$ cat src/rtl/buffer_read_scheduler.sv
// buffer_read_scheduler: drains four packet buffers written by the intake
// stage. It tracks occupancy and read pointers from the push strobes,
// arbitrates round-robin among non-empty buffers, offers one packet at a time
// on a registered valid/ready port, and inserts an idle gap between deliveries.
module buffer_read_scheduler #(
  parameter int DEPTH = 6,
  parameter int GAP   = 3
) (
  input  logic        clk,
  input  logic        rst_n,
  input  logic [3:0]  push,
  input  logic [17:0] buf1_i,
  input  logic [17:0] buf2_i,
  input  logic [17:0] buf3_i,
  input  logic [17:0] buf4_i,
  input  logic        rd_ready,
  output logic        rd_valid,
  output logic [1:0]  rd_buf,
  output logic [2:0]  rd_slot,
  output logic [1:0]  rd_data,
  output logic [11:0] occ,
  output logic [3:0]  overflow,
  output logic        err
);

  typedef enum logic [1:0] {IDLE, SEL, OFFER, GAP_S} state_t;

  localparam logic [2:0] FULL     = 3'(DEPTH);
  localparam logic [2:0] LAST     = 3'(DEPTH - 1);
  localparam logic [7:0] GAP_LOAD = (GAP > 0) ? 8'(GAP - 1) : 8'd0;

  state_t          state, post_pop;
  logic [3:0][2:0] cnt_q, cnt_n;
  logic [3:0][2:0] rptr_q, rptr_n;
  logic [3:0]      ovf_n;
  logic [3:0]      full;
  logic [3:0]      pop_vec;
  logic [1:0]      rr_q, rr_n;
  logic            stale_q, stale_n;
  logic [7:0]      gap_cnt;
  logic [17:0]     bufs [4];
  logic [1:0]      sel_idx, cand;
  logic            sel_found;
  logic [2:0]      sel_rptr;
  logic [4:0]      sel_lsb;
  logic [2:0]      slot_bits;
  logic            sel_pop, hs, skip, next_any;

  assign bufs[0] = buf1_i;
  assign bufs[1] = buf2_i;
  assign bufs[2] = buf3_i;
  assign bufs[3] = buf4_i;
  assign occ     = cnt_q;

  // Round-robin pick of the first non-empty buffer at or after rr_q, and the slot it points at.
  always_comb begin
    // NOTE: every combinational output gets a default first so no latch is inferred.
    sel_found = 1'b0;
    sel_idx   = rr_q;
    cand      = rr_q;
    for (int i = 0; i < 4; i++) begin
      cand = rr_q + 2'(i);
      if (!sel_found && cnt_q[cand] != 3'd0) begin
        sel_found = 1'b1;
        sel_idx   = cand;
      end
    end
    for (int k = 0; k < 4; k++) full[k] = (cnt_q[k] == FULL);
    sel_rptr  = rptr_q[sel_idx];
    sel_lsb   = 5'(sel_rptr) * 5'd3;
    slot_bits = bufs[sel_idx][sel_lsb +: 3];
  end

  // Next occupancy, read pointers, overflow, stale flag and round-robin pointer.
  always_comb begin
    sel_pop = (state == SEL) && sel_found && !slot_bits[0];
    hs      = (state == OFFER) && rd_ready;
    // A stale offer was already discarded by an overwrite, so its pop moves nothing.
    skip    = hs && stale_q;
    pop_vec = '0;
    if (sel_pop)     pop_vec[sel_idx] = 1'b1;
    if (hs && !skip) pop_vec[rd_buf]  = 1'b1;

    rr_n = rr_q;
    if (sel_pop) rr_n = sel_idx + 2'd1;
    if (hs)      rr_n = rd_buf + 2'd1;

    stale_n = stale_q;
    if (hs)                                                  stale_n = 1'b0;
    else if (state == OFFER && push[rd_buf] && full[rd_buf]) stale_n = 1'b1;

    for (int k = 0; k < 4; k++) begin
      cnt_n[k]  = cnt_q[k];
      rptr_n[k] = rptr_q[k];
      ovf_n[k]  = overflow[k];
      if (push[k] && full[k]) ovf_n[k] = 1'b1;
      // An overwrite and a pop in the same cycle both retire the oldest entry: advance once.
      if ((push[k] && full[k]) || pop_vec[k])
        rptr_n[k] = (rptr_q[k] == LAST) ? 3'd0 : rptr_q[k] + 3'd1;
      if (push[k] && !pop_vec[k] && !full[k]) cnt_n[k] = cnt_q[k] + 3'd1;
      else if (!push[k] && pop_vec[k])        cnt_n[k] = cnt_q[k] - 3'd1;
    end

    next_any = |cnt_n;
    post_pop = (GAP == 0) ? (next_any ? SEL : IDLE) : GAP_S;
  end

  // Per-buffer bookkeeping registers.
  always_ff @(posedge clk or negedge rst_n) begin
    if (!rst_n) begin
      cnt_q    <= '0;
      rptr_q   <= '0;
      overflow <= '0;
      rr_q     <= '0;
      stale_q  <= 1'b0;
    end else begin
      // NOTE: sequential state uses non-blocking assignments so every register samples pre-edge values.
      cnt_q    <= cnt_n;
      rptr_q   <= rptr_n;
      overflow <= ovf_n;
      rr_q     <= rr_n;
      stale_q  <= stale_n;
    end
  end

  // Delivery FSM with registered offer outputs and the inter-delivery gap counter.
  always_ff @(posedge clk or negedge rst_n) begin
    if (!rst_n) begin
      state    <= IDLE;
      rd_valid <= 1'b0;
      rd_buf   <= 2'd0;
      rd_slot  <= 3'd0;
      rd_data  <= 2'd0;
      err      <= 1'b0;
      gap_cnt  <= '0;
    end else begin
      case (state)
        IDLE: if (|cnt_q) state <= SEL;
        SEL: begin
          if (!sel_found) begin
            state <= IDLE;
          end else if (slot_bits[0]) begin
            rd_valid <= 1'b1;
            rd_buf   <= sel_idx;
            rd_slot  <= sel_rptr;
            rd_data  <= slot_bits[2:1];
            state    <= OFFER;
          end else begin
            err     <= 1'b1;
            gap_cnt <= GAP_LOAD;
            state   <= post_pop;
          end
        end
        OFFER: begin
          if (rd_ready) begin
            rd_valid <= 1'b0;
            gap_cnt  <= GAP_LOAD;
            state    <= post_pop;
          end
        end
        GAP_S: begin
          if (gap_cnt == 8'd0) state <= (|cnt_q) ? SEL : IDLE;
          else                 gap_cnt <= gap_cnt - 8'd1;
        end
        default: state <= IDLE;
      endcase
    end
  end

endmodule

$ cat config.mk
export PLATFORM = sky130hd
export DESIGN_NAME = buffer_read_scheduler
export DESIGN_NICKNAME = d
export VERILOG_FILES = /design/src/rtl/buffer_read_scheduler.sv
export SDC_FILE = /design/constraint.sdc
export NUM_CORES = 1
export LEC_CHECK = 0
export ABC_AREA = 0
export CAP_MARGIN = 5
export CORE_UTILIZATION = 50
export CTS_CLUSTER_SIZE = 28
export DETAILED_ROUTE_END_ITERATION = 7
export PLACE_DENSITY = 0.8
export SLEW_MARGIN = 20
export SYNTH_ARGS = -nofsm -noshare
export SYNTH_HDL_FRONTEND = slang
export SYNTH_SLANG_ARGS = --single-unit
$ cat constraint.sdc
create_clock -name clk -period 4.7 [get_ports clk]
set_input_delay 0.705 -clock clk [delete_from_list [all_inputs] [get_ports clk]]
set_output_delay 0.705 -clock clk [all_outputs]
set_load 0.05 [all_outputs]
### Word-level counts from Yosys, hierarchy flattened

Cells that the tools add are included.

* bits in registers: 50
* input port bits: 79
* output and inout bits: 25
* word-level logic and storage cells: 202

* add/sub/neg operators: 18
* multipliers: 1
* $lt $le $gt $ge: 9
* eq/ne operators: 18
* shift-type cells: 1
* muxes and demuxes: 62
* bitwise logic cells: 3
* reductions and logical operators: 69

Operator list (count)
* 3-bit 2-to-1 mux: 17
* 18-bit binary-select mux with 2-bit select: 1
* 18-bit 2-to-1 mux: 2
* 8-bit 2-to-1 mux: 4
* 3-bit binary-select mux with 2-bit select: 5
* 1-bit logical AND: 28
* 3-bit by 1-bit adder with 3-bit output (second input constant): 8
* 3-bit equality test (second input constant): 8
* 8-bit one-hot mux with 3 select lines: 1
* 2-bit by 3-bit less-than comparator with 1-bit output (second input constant): 6
* 2-bit 2-to-1 mux: 9
* 18-bit by 6-bit variable part select with 3-bit output: 1
* 1-bit logical NOT: 17
* 1-bit 2-to-1 mux: 15
* 3-bit nonzero test: 5
* 2-bit != test (second input constant): 7
* 2-bit nonzero test: 7
* 12-bit OR reduction: 1
* 3-bit by 1-bit subtractor with 3-bit output (second input constant): 4
* 3-bit AND reduction: 3
* 8-bit logical NOT: 1
* 4-bit 2-to-1 mux: 2
* 2-bit one-hot mux with 4 select lines: 1
* 8-bit by 1-bit subtractor with 8-bit output (second input constant): 1
* 17 further kinds: 27

### Longest topological paths before layout

Gate-level depths: netlist (run 1).

* depth after elaboration: 27
* mapped depth: 18
* gate-level depth less buffers: 14

### Least setup slack after synthesis (run 1)

OpenSTA, ideal clock, no wires.

* kind: reg2reg
* start: reg cnt_q (netlist bit occ[9])
* end: reg cnt_q (netlist bit occ[11])
* setup time: 134 ps
* arrival: 4342 ps
* required time: 4566 ps
* path slack: 223 ps
* stages on the path, launching flop included: 17
* buffers on the path: 2
* clock period less this slack: 4477 ps
* cells stage by stage: dfrtp_1 buf_2 or4b_1 o22ai_1 a211o_2 mux2_4 mux2_4 buf_2 mux2i_2 o211a_1 a21boi_1 nor2_1 nand3_1 fa_1 or3_1 a22oi_1 a211oi_1

* longest elaborated chain between the ends: 27
* elaborated cells on any way between the ends: 55
* classes of those cells: 2 x add/sub; 1 x mul; 2 x order compare; 1 x eq/ne; 1 x shift; 26 x mux; 2 x bitwise; 20 x reduce/logical

RTL lines
* start: declaration: RTL line 33 `logic [3:0][2:0] cnt_q, cnt_n;`
* start signal: assignment: RTL line 118 `cnt_q <= cnt_n;`
* parallel branches: the longest is 27 deep, another holds 3-bit binary-select mux with 2-bit select

Parallel ways; which one is timed is not known. The select of a mux whose other input is x is not followed.
A chain may end at the register's enable or synchronous reset.

### Worst setup path in the final report (run 1)

* start: reg cnt_q (netlist bit occ[10])
* end: reg cnt_q (netlist bit occ[11])

The elaborated chain is that of the path after synthesis.

==> flow_summary_export.csv, run 1 <==
group,metric,value,unit
status,status,"finished clean",
floorplan,fp.dieArea,9010,um^2
global_routing,grt_pass1_vias,4276,
routing,drt.antenna.violating_nets,0,
synth,synth-seq-cells,50,
synth,synth.largest_area_cell,"dfrtp_1",
synth,ys_top_cells_by_count,"nand2_1, dfrtp_1, o21ai_0",
clocking,clk_path_buf_depth,2,
global_routing,grt_pass1_wl,20100,um
sta,rsz0062_at_grt,"false",
synth,yosysWarnings,0,
clocking,cts_tree,"done",
critical_path,critical_path.top_delay_family,"simple AND/OR/NAND/NOR gates",
synth,yosysMostFrequentCell,"nand2_1",
global_routing,grt_max_degree,51,
synth,synth_ff_type,"dfrtp_1",
cells_and_area,nets,716,
synth,synthAdderAreaFrac,3.89,%
sta,setup_viol,0,
global_routing,groute.usage.overall,28.7,%
sta,fmax,219,MHz
run,drv_cap,0,
sta,tns,0,ps
critical_path,rr_startpoint,"occ[10]",
clocking,cts_sinks,50,
floorplan,pin_count,104,
clocking,post-cts-setup-buffer-count,0,
place,port-buffer-count,103,
clocking,clkTransAtPathRegs,100,ps
synth,synth_compound_area_share,23.7,%
place,pre_cts_ws,66.4,ps
routing,route.detailed.drc,0,
routing,routedWlPerCell,17.3,um
global_routing,antenna_found_initial,0,
sta,clock_skew,14.1,ps
sta,max_slew_margin,50.1,%
floorplan,die_h,94.9,um
critical_path,setup.worst_path.start_class,"flop",
synth,ys_types,63,
synth,yosysTopAreaCellShare,29.0,%
critical_path,arrival,4760,ps
floorplan,die_w,94.9,um
synth,async_flop_share,100,%
synth,seq_area_frac_synth,29.0,%
worst_hold_path,hold_path.class,"in -> async",
critical_path,cp_slowest_cell,"or3_1",
synth,synthMuxAreaShare,11.7,%
synth,synth-edff-count,0,
clocking,htreeDepth,2,
sta,tightest_slew,742,ps
cells_and_area,n_antenna_cell,0,
sta,setup_ws,136,ps
critical_path,slowest_delay,540,ps
critical_path,crit_type,"reg -> reg",
clocking,cts_buffers,5,
synth,synthSimpleGateAreaFrac,25.5,%
sta,hold_viol,0,
synth,syn_nets,609,
pwr,cellPowerDensity,870,nW/um^2
routing,drtIter0Drc,257,
global_routing,grt-ovfl-total,0,
synth,synth_top_family_by_area,"simple AND/OR/NAND/NOR gates",
routing,dr.pass1.iters,4,
synth,synth.avg_cell_area,8.31,um^2
cells_and_area,fill_cells,696,
critical_path,critPathCaptureType,"flop",
critical_path,setup.worst_path.start,"occ[10]",
critical_path,critical_path.n_buffers_inverters,0,
sta,slew_violations,0,
sta,min_period,4560,ps
routing,routed_via_density,6.18,
routing,wl,12600,um
synth,synthXorXnorAreaFrac,1.01,%
critical_path,required,4890,ps
place,place_congestion,0.932,
synth,netlist_instances,519,
floorplan,rows,33,
synth,ys_top_cells_by_area,"dfrtp_1, mux2i_1, nand2_1",
floorplan,initial_utilization,52.0,%
pwr,power.total,4950,uW
cells_and_area,syn_to_final_growth,31.8,%
place,dp_hpwl,9900,um
pwr,p_leak,0.00241,uW
pwr,peakVddDrop,450,uV
cells_and_area,layout-drive-gt1-share,11.8,%
critical_path,crit_chain,"or3_1, o22ai_4, a211o_2, mux2_4, mux2_4, mux2i_1, o41a_1, a21boi_1, nor2_1, nand3_1, fa_1, or3_1, a22oi_1, a211oi_1",
routing,vias,4522,
critical_path,cp_max_fo,12,
clocking,insertion_delay,310,ps
synth,syn_area,4320,um^2
sta,final.period_utilization,97.1,%
floorplan,core,8300,um^2
clocking,cts-root-buf,"clkbuf_8",
sequential cells by signal, summed over array words and instances (netlist names), named ones only:
signal	cells
err	1
stale_q	1
rd_valid	1
gap_cnt	8
rd_data	2
state	1
overflow	4
rr_q	2
rptr_q	12
occ	12
rd_slot	3
rd_buf	2
cell type report:
type | count | area, um^2 | share of cell area (%)
Clock buffer | 6 | 72.6 | 1.28
Inverter | 18 | 67.6 | 1.19
Timing Repair Buffer | 132 | 1240 | 21.9
Clock inverter | 2 | 37.5 | 0.660
Tap cell | 105 | 131 | 2.31
Sequential cell | 50 | 1250 | 22.0
Multi-Input combinational cell | 419 | 2890 | 50.7
stage by stage:
| stage | util, % | hold slack (ps) | std cells | area, um^2 |
|---|---|---|---|---|
| 6_report | 68.6 | 476 | 732 | 5690 |
| 3_5_place_dp | 66.8 | 456 | 724 | 5550 |
| 3_3_place_gp | 66.8 | 453 | 724 | 5550 |
| 5_1_grt | 68.6 | 492 | 732 | 5690 |
| 4_1_cts | 68.2 | 486 | 732 | 5660 |
| 2_1_floorplan | - | 409 | 519 | 4320 |
worst register-to-register path: cells and delay by family (launching register included):
kind                       cells  cell delay [ps]
AOI/OAI and AO/OA              6             1240
adders and majority gates      1              450
DFF                            1              490
muxes                          3              960
and+or+nand+nor                4             1320
metal layers:
metal	up-vias	share of wire (%)	track usage [%]
met5	-	0	0
met4	0	2.1	8.71
met3	21	6.8	4.19
met2	171	50	51.8
met1	2184	41	35.1
li1	2146	-	-
report_power, final:
part,switching (uW),total (uW),internal (uW),leakage [uW]
Sequential,237,862,624,0.000589
Clock,151,310,159,0.0000514
Combinational,2210,3780,1570,0.00177
cells by family (layout without fill, tap and decap cells):
logic type	after synthesis	after routing
AO/OA/AOI/OAI	148	148
XOR/XNOR	5	5
adder cells (fa/ha/maj)	11	11
buffers and inverters	50	158
flip-flops	50	50
multiplexers	46	46
AND/OR/NAND/NOR	209	209
placed cells by master (no fill, tap or decap), types with 3 or more instances in the layout:
cell type,instances
o31ai_1,9
nor2_1,29
dfrtp_1,50
a211oi_1,18
nor2b_1,7
buf_4,29
inv_1,18
clkdlybuf4s50_1,102
or4_1,5
mux2_2,13
a21oi_1,22
a31oi_1,6
nand3b_1,5
a21boi_1,4
nand4b_1,8
and2_1,4
nand3_1,13
xnor2_1,5
clkbuf_8,5
a311oi_1,6
a21boi_0,4
or3_1,12
o211a_1,4
nor3_1,12
nand4_1,5
o211ai_1,5
mux2i_1,29
nor4_1,3
or2_2,8
and3_1,15
a22oi_1,12
o2bb2ai_1,4
fa_1,4
o21ai_0,30
nor3_4,3
ha_1,7
nand2_1,69
nand2b_1,7
timing repair:
| item | in CTS | in global routing |
|---|---|---|
| hold endpoints to repair | 0 | 0 |
| endpoints found under the setup margin | 0 | 3 |
| gates resized for setup | 0 | 5 |
| hold buffers | 0 | 0 |
path summary, 6_finish.rpt:
kind	cells after the start	slack [ps]	endpoint
worst max-delay path	14	140	occ[11]
worst min-delay path	2	480	gap_cnt[4]
worst max register to register	14	140	occ[11]
worst min register to register	1	480	overflow[3]
max in group asynchronous	2	3780	rr_q[0]
min in group clk	1	480	overflow[3]
No activity file was read; power rests on OpenSTA's default activity.
==> run 2, diff against run 1 <==
Settings changed: RECOVER_POWER set to 25.
==> flow_summary_export.csv, run 2 (synthesis results as in run 1) <==
group,metric,value,unit
critical_path,setup.worst_path.start_class,"flop",
cells_and_area,utilization,68.5,%
sta,setup_ws,140,ps
critical_path,crit_chain,"or3_1, o22ai_4, a211o_2, mux2_4, mux2_4, mux2i_1, o41a_1, a21boi_1, nor2_1, nand3_1, fa_1, or3_1, a22oi_1, a211oi_1",
floorplan,initial_utilization,52.0,%
global_routing,grt_pass1_wl,20100,um
place,port-buffer-count,103,
sta,fmax,219,MHz
sta,clock_skew,13.9,ps
routing,drtIter0Drc,257,
critical_path,arrival,4750,ps
cells_and_area,n_antenna_cell,0,
floorplan,rows,33,
pwr,power.total,4950,uW
place,place_congestion,0.932,
place,dp_hpwl,9900,um
critical_path,critPathCaptureType,"flop",
clocking,post-cts-setup-buffer-count,0,
floorplan,core,8300,um^2
routing,route.detailed.drc,0,
clocking,hold_buffers,0,
status,status,"complete, but fails checks",
critical_path,required,4890,ps
cells_and_area,final_common_cell,"clkdlybuf4s50_1",
clocking,cts_sinks,50,
global_routing,antenna_found_initial,0,
clocking,cts-root-buf,"clkbuf_8",
place,placed_cell_area,5550,um^2
critical_path,critical_path.n_buffers_inverters,0,
critical_path,critical_path.top_delay_family,"simple AND/OR/NAND/NOR gates",
pwr,cellPowerDensity,871,nW/um^2
clocking,cts_resized,0,
worst_hold_path,hold_path.class,"reg -> reg",
sta,max_slew_margin,-77.3,%
cells_and_area,layout-drive-gt1-share,11.6,%
sta,hold_viol,0,
global_routing,grt-ovfl-total,0,
routing,routed_via_density,6.18,
cells_and_area,nets,716,
global_routing,groute.usage.overall,28.7,%
clocking,htreeDepth,2,
clocking,clk_path_buf_depth,2,
pwr,p_leak,0.00241,uW
sta,tightest_slew,2660,ps
pwr,peakVddDrop,451,uV
run,drv_cap,1,
floorplan,die_w,94.9,um
cells_and_area,syn_to_final_growth,31.7,%
clocking,clkTransAtPathRegs,100,ps
sta,slew_violations,51,
critical_path,slowest_delay,530,ps
clocking,cts_tree,"done",
sta,rsz0062_at_grt,"false",
status,failed_checks,"max-capacitance violations, max-slew violations",
sta,final.period_utilization,97.0,%
global_routing,grt_max_degree,51,
clocking,cts_buffers,5,
critical_path,crit_type,"reg -> reg",
routing,drt.antenna.violating_nets,0,
sta,tns,0,ps
critical_path,cp_max_fo,12,
routing,vias,4526,
floorplan,pin_count,104,
routing,dr.pass1.iters,5,
sta,setup_viol,0,
place,pre_cts_ws,66.4,ps
sta,min_period,4560,ps
cells_and_area,fill_cells,696,
routing,wl,12600,um
cells_and_area,fin_area,5690,um^2
routing,routedWlPerCell,17.3,um
floorplan,die_h,94.9,um
clocking,insertion_delay,320,ps
global_routing,grt_pass1_vias,4276,
cells_and_area,layout_common_cells,"clkdlybuf4s50_1, nand2_1, dfrtp_1",
floorplan,fp.dieArea,9010,um^2
critical_path,cp_slowest_cell,"or3_1",
run 2: metal layers:
metal / vias to the layer above / wire length, um / GRT usage (%)
met5: - / 0 / 0
met4: 0 / 272 / 8.71
met3: 23 / 854 / 4.19
met2: 169 / 6310 / 51.8
met1: 2188 / 5210 / 35.1
li1: 2146 / - / -
run 2: cell type report:
| type | count | area (um^2) | share of cell area (%) |
|---|---|---|---|
| Multi-Input combinational cell | 419 | 2890 | 50.7 |
| Clock inverter | 2 | 37.5 | 0.660 |
| Timing Repair Buffer | 132 | 1240 | 21.8 |
| Sequential cell | 50 | 1250 | 22.0 |
| Clock buffer | 6 | 72.6 | 1.28 |
| Tap cell | 105 | 131 | 2.31 |
| Inverter | 18 | 67.6 | 1.19 |
run 2: path summary, 6_finish.rpt:
check | from | to | slack, ps | depth (start not counted)
min in group asynchronous | rst_n | gap_cnt[4] | 1310 | 2
max | occ[10] | occ[11] | 140 | 14
max in group asynchronous | rst_n | rr_q[0] | 1880 | 2
max reg2reg | occ[10] | occ[11] | 140 | 14
min reg2reg | overflow[3] | overflow[3] | 480 | 1
min | overflow[3] | overflow[3] | 480 | 1
run 2: power by group:
group,total (uW),switching [uW],internal (uW)
Combinational,3780,2210,1570
Clock,311,152,159
Sequential,861,237,624
run 2: stage by stage:
step / std cells / hold WS (ps)
3_5_place_dp: 724 / 456
5_1_grt: 732 / 492
6_report: 732 / 476
3_3_place_gp: 724 / 453
2_1_floorplan: 519 / 409
4_1_cts: 732 / 486
